<file path="src/rtl/prm_pkg.sv">
// prm_pkg: shared definitions for the PRM edge scanner.
//   PRM_JW   - bits per joint field (the JW of the configuration code)
//   N_JOINTS - number of joints packed into one configuration code
//   cfg_t    - packed configuration code {joint2, joint1, joint0}
//   state_t  - edge scanner FSM states
package prm_pkg;

    localparam int PRM_JW   = 5;
    localparam int N_JOINTS = 3;

    typedef struct packed {
        logic [PRM_JW-1:0] joint2;
        logic [PRM_JW-1:0] joint1;
        logic [PRM_JW-1:0] joint0;
    } cfg_t;

    typedef enum logic [1:0] {
        ST_IDLE = 2'd0,
        ST_SCAN = 2'd1,
        ST_DONE = 2'd2
    } state_t;

endpackage

</file>
<file path="src/rtl/prm_joint_interp.sv">
// prm_joint_interp: rounding linear interpolator for one joint field.
//   start_val - joint value at k = 0
//   end_val   - joint value at k = 2^L
//   k         - sample index, 0 .. 2^L
//   probe_val - round((start*2^L + (end-start)*k) / 2^L)
module prm_joint_interp #(
    parameter int JW = 5,
    parameter int L  = 4
) (
    input  logic [JW-1:0] start_val,
    input  logic [JW-1:0] end_val,
    input  logic [L:0]    k,
    output logic [JW-1:0] probe_val
);

    // One sign bit plus one guard bit over the JW+L magnitude; the true
    // sum stays within [0, (2^JW-1)*2^L + 2^(L-1)], so it never goes negative.
    localparam int W = JW + L + 2;
    localparam logic signed [W-1:0] HALF = W'(2 ** (L - 1));

    logic signed [W-1:0] start_ext;
    logic signed [W-1:0] end_ext;
    logic signed [W-1:0] k_ext;
    logic signed [W-1:0] diff;
    logic signed [W-1:0] acc;

    always_comb begin
        start_ext = $signed({{(W - JW){1'b0}}, start_val});
        end_ext   = $signed({{(W - JW){1'b0}}, end_val});
        k_ext     = $signed({{(W - L - 1){1'b0}}, k});
        diff      = end_ext - start_ext;
        acc       = (start_ext <<< L) + diff * k_ext + HALF;
        probe_val = JW'(acc >>> L);
    end

endmodule

</file>
<file path="src/rtl/prm_edge_scan.sv">
// prm_edge_scan: walks a PRM edge from start_cfg to end_cfg in 2^LOG2_STEPS+1
// evenly spaced samples, presenting each sample to the obstacle checker and
// stopping at the first collision.
//   CLK, RST               - clock, synchronous active-high reset
//   req_valid/req_ready    - edge request handshake (start_cfg, end_cfg)
//   probe/probe_valid      - current sample code for the obstacle checker
//   chk_mask               - checker hit for the current probe (same cycle)
//   rsp_valid/rsp_ready    - result handshake (rsp_collide, rsp_step)
module prm_edge_scan
    import prm_pkg::*;
#(
    parameter int LOG2_STEPS = 4,
    parameter int JW         = PRM_JW
) (
    input  logic                   CLK,
    input  logic                   RST,
    input  logic                   req_valid,
    output logic                   req_ready,
    input  logic [N_JOINTS*JW-1:0] start_cfg,
    input  logic [N_JOINTS*JW-1:0] end_cfg,
    output logic [N_JOINTS*JW-1:0] probe,
    output logic                   probe_valid,
    input  logic                   chk_mask,
    output logic                   rsp_valid,
    input  logic                   rsp_ready,
    output logic                   rsp_collide,
    output logic [LOG2_STEPS:0]    rsp_step
);

    localparam int CW = N_JOINTS * JW;
    localparam int KW = LOG2_STEPS + 1;
    localparam logic [KW-1:0] K_LAST = KW'(1 << LOG2_STEPS);

    state_t        state_q;
    state_t        state_d;
    logic [CW-1:0] start_q;
    logic [CW-1:0] end_q;
    logic [CW-1:0] interp;
    logic [KW-1:0] k_q;
    logic          collide_q;
    logic [KW-1:0] step_q;
    logic          accept;
    logic          scan_hit;
    logic          scan_end;

    assign accept   = (state_q == ST_IDLE) && req_valid;
    assign scan_hit = (state_q == ST_SCAN) && chk_mask;
    assign scan_end = (state_q == ST_SCAN) && (k_q == K_LAST);

    for (genvar j = 0; j < N_JOINTS; j++) begin : g_joint
        prm_joint_interp #(
            .JW (JW),
            .L  (LOG2_STEPS)
        ) u_interp (
            .start_val (start_q[j*JW +: JW]),
            .end_val   (end_q[j*JW +: JW]),
            .k         (k_q),
            .probe_val (interp[j*JW +: JW])
        );
    end

    // State register
    always_ff @(posedge CLK) begin
        if (RST) begin
            state_q <= ST_IDLE;
        end else begin
            state_q <= state_d;
        end
    end

    // Next-state logic
    always_comb begin
        state_d = state_q;
        case (state_q)
            ST_IDLE: if (req_valid)             state_d = ST_SCAN;
            ST_SCAN: if (chk_mask || scan_end)  state_d = ST_DONE;
            ST_DONE: if (rsp_ready)             state_d = ST_IDLE;
            default:                            state_d = ST_IDLE;
        endcase
    end

    // Edge codes, sample index and result; a hit takes priority over the
    // final-sample check so a collision at k = 2^L is still reported.
    always_ff @(posedge CLK) begin
        if (RST) begin
            start_q   <= '0;
            end_q     <= '0;
            k_q       <= '0;
            collide_q <= 1'b0;
            step_q    <= '0;
        end else if (accept) begin
            start_q   <= start_cfg;
            end_q     <= end_cfg;
            k_q       <= '0;
            collide_q <= 1'b0;
            step_q    <= '0;
        end else if (scan_hit) begin
            collide_q <= 1'b1;
            step_q    <= k_q;
        end else if (scan_end) begin
            collide_q <= 1'b0;
            step_q    <= '0;
        end else if (state_q == ST_SCAN) begin
            k_q <= k_q + KW'(1);
        end
    end

    // Outputs
    always_comb begin
        req_ready   = (state_q == ST_IDLE);
        probe_valid = (state_q == ST_SCAN);
        probe       = (state_q == ST_SCAN) ? interp : '0;
        rsp_valid   = (state_q == ST_DONE);
        rsp_collide = collide_q;
        rsp_step    = step_q;
    end

endmodule

</file>
<file path="config.mk">
export PLATFORM = sky130hd
export DESIGN_NAME = prm_edge_scan
export DESIGN_NICKNAME = d
export VERILOG_FILES = /design/src/rtl/prm_pkg.sv /design/src/rtl/prm_joint_interp.sv /design/src/rtl/prm_edge_scan.sv
export SDC_FILE = /design/constraint.sdc
export NUM_CORES = 1
export LEC_CHECK = 0
export CAP_MARGIN = 20
export CORE_MARGIN = 3
export CORE_UTILIZATION = 25
export CTS_BUF_LIST = sky130_fd_sc_hd__clkbuf_8
export CTS_CLUSTER_DIAMETER = 30
export DETAILED_ROUTE_END_ITERATION = 7
export HOLD_SLACK_MARGIN = 0.15
export SYNTH_ARGS = -nofsm -noshare
export SYNTH_HDL_FRONTEND = slang
export SYNTH_SLANG_ARGS = --single-unit
</file>
<file path="constraint.sdc">
create_clock -name CLK -period 8.87 [get_ports CLK]
set_input_delay 1.774 -clock CLK [delete_from_list [all_inputs] [get_ports CLK]]
set_output_delay 1.774 -clock CLK [all_outputs]
set_load 0.01 [all_outputs]
</file>
==> out/qor.yml <==
run_status:
  status: "complete, no violations"
power:
  irDropWorstVdd_mv: 0.05464
  clkPwrFrac_pct: 31.2
  power.share.switching_pct: 34.41
  power_density_nw_per_um2: 94.13
  pwr-share-comb_pct: 30.2
  switchingPower_mw: 0.1877
  leakage_nw: 2.479
  seqPwrFrac_pct: 38.6
  internal_power_mw: 0.3578
synthesis:
  yosysMostFrequentCell: "inv_1"
  netlist_instances: 577
  synth.avg_cell_area_um2: 8.388
  yosys_warnings: 0
  syn-num-nets: 719
  synth_edf_count: 0
  synth_area_leaders: "fa_1, dfxtp_1, ha_1"
  syn_area_um2: 4840
  async_flop_share_pct: 0
  synth_common_cells: "inv_1, nand2_1, fa_1"
  ys_seq_elements: 43
  yosys.area.top_type: "fa_1"
  synth-seq-area-share_pct: 17.79
  ys_types: 28
  synth_top_flop_cell: "dfxtp_1"
  synth_top_cell_area_share_pct: 23.58
die:
  start_util_pct: 25.70
  dieArea_um2: 21060
  core_area_um2: 18830
  num_rows: 50
  num_io_pins: 59
  fp.dieH_um: 145.1
  die_w_um: 145.1
timing:
  final-hold-violation-count: 0
  setup_violations: 0
  worstMarginPinSlew_ps: 870.3
  timing.hold.ws_ps: 460.7
  period_share_pct: 90.81
  tns_ps: 0
  slew_viol_final: 0
  setup_ws_ps: 815.6
  skew_ps: 9.723
  slew_headroom_pct: 41.90
  rsz0062_at_grt: "false"
  clock.fmax_mhz: 124.2
  period_needed_ps: 8054
global_route:
  antenna_found_initial: 0
  first_global_vias: 3895
  grt_max_degree: 34
  gr-total-overflow: 0
  grt.total_usage_pct: 11.37
  grt_pass1_wl_um: 19610
worst_hold_path:
  holdCritPathClass: "reg2reg"
  min_path_cells: 2
  holdCritStartpoint: "start_q[7]"
  holdPathEnd: "start_q[7]"
layout:
  multi_input_area_um2: 3523
  fin_util_pct: 30.78
  layout.nets: 763
  regArea_um2: 860.8
  syn2layout_area_growth_pct: 19.75
  diodes: 0
  stdcell_count: 882
  drive_above_1_share_pct: 3.215
  fillers: 2008
drt:
  drt_pass1_iterations: 4
  vias_per_cell: 4.232
  drt_iter0_markers: 110
  vias: 3733
  drc: 0
  wl_per_cell_um: 13.11
  routed_wl_um: 11560
  postRouteAntennaNets: 0
worst_setup_path:
  r2r-end: "k_q[4]"
  reg2reg_depth: 7
  startpoint_type: "flop"
  cpPeakStageDelay_ps: 570
  required_ps: 7100
  r2r_start: "k_q[1]"
  cpMaxStageDelayCell: "clkdlybuf4s50_1"
  crit_fanout: 5
  startpoint: "start_q[1]"
  criticalPathCategory: "reg2out"
  crit_chain: "inv_1, ha_1, nor2b_1, o21ai_0, a21boi_0, o21ai_0, and3_1, fa_1, inv_1, fa_1, inv_1, fa_1, inv_1, fa_1, inv_1, fa_1, a21o_1, a21oi_1, xnor2_1, xnor2_1, mux2i_1, clkdlybuf4s50_1"
  endpoint_kind: "primary output"
  cp_data_arrival_time_ps: 6280
  reg2reg_slack_ps: 6650
clock_network:
  cts_buffers: 5
  postCtsResizedCells: 0
  cts_tree: "yes"
  cts_setup_buffers: 0
  cts-root-buf: "clkbuf_8"
  cts_hold_buf: 0
  htreeDepth: 2
  clk_pin_slew_ps: 100
  clk_latency_ps: 320
  clockBufferDepth: 2
  clock_sinks: 43
placement:
  place_inst: 874
  dp_worst_setup_slack_ps: 1079
  port_buffers: 58
  gp_congestion: 0.7974
  hpwl_um: 9012
flow_run:
  cap_violations: 0
[critical path, delay by kind of cell (launching register included)]
kind	cells	cell delay [ps]
AOI/OAI and AO/OA	5	970
xor gates and xnor gates	2	310
adders and majority gates	6	2790
buffers and inverters	6	900
DFF	1	340
muxes	1	250
and+or+nand+nor	2	430
[through the flow]
| step | power [mW] | area [um2] |
|---|---|---|
| detailed placement | 0.3819 | 5680 |
| floorplan | 0.3206 | 4840 |
| global route | 0.5826 | 5796 |
| global placement | 0.3802 | 5680 |
| finish | 0.5455 | 5796 |
| CTS | 0.5538 | 5796 |
[flip-flops by register name, indices dropped and copies added (netlist names)]
| signal | flops |
|---|---|
| end_q | 15 |
| start_q | 15 |
| k_q | 5 |
| rsp_step | 5 |
| state_q | 2 |
| rsp_collide | 1 |
[worst max-delay path by stage]
stage	slack, ps	endpoint
finish	820	probe[4]
floorplan	2010	probe[4]
CTS	710	probe[9]
detailed placement	1080	probe[9]
global route	370	probe[9]
global placement	1110	probe[9]
[routing by layer]
metal / part of all wire, % / vias to the layer above / GRT usage (%)
met3: 4.4 / 9 / 1.530
met5: 0 / - / 0
met2: 47 / 70 / 19.01
met4: 0.89 / 0 / 2.327
met1: 48 / 1782 / 15.79
li1: - / 1872 / -
[cell usage in the layout, fill, tap and decap left out, drive strengths merged]
cell and count:
inv 97, nand2 83, clkdlybuf4s50 58, fa 57, ha 50, and2 48, dfxtp 43, a21oi 41
xnor2 30, nor2 26, xor2 10, nand2b 9, a21o 9, and3 8, nor2b 7, o21ai 7
a31o 6, nand4 5, a22oi 5, clkbuf 5, mux2i 4, buf 4, a21boi 3, nor4b 3
and4bb 1, nor3 1, bufinv 1, clkinvlp 1
[area by class of cell]
| cell class | instances | area share (%) |
|---|---|---|
| flip-flops and latches | 43 | 14.85 |
| inverters | 96 | 6.218 |
| well taps | 260 | 5.613 |
| clock inverters | 3 | 0.7988 |
| clock buffers | 5 | 1.187 |
| repair buffers | 62 | 10.54 |
| multi-input cells | 413 | 60.79 |
[power by group through the flow]
stage | registers [mW] | logic, mW | clock network, mW
floorplan | 0.213 | 0.108 | 0
global placement | 0.215 | 0.165 | 0
detailed placement | 0.216 | 0.166 | 0
CTS | 0.211 | 0.167 | 0.176
global route | 0.213 | 0.188 | 0.182
finish | 0.211 | 0.165 | 0.170
[cell families after synthesis]
logic type,synth area share (%)
AOI/OAI and AO/OA,8.687
xor gates and xnor gates,7.239
adders and majority gates,36.50
buffers and inverters,9.410
DFF,17.79
muxes,0.8273
and+or+nand+nor,19.55
Power figures use the tool's default switching activity.
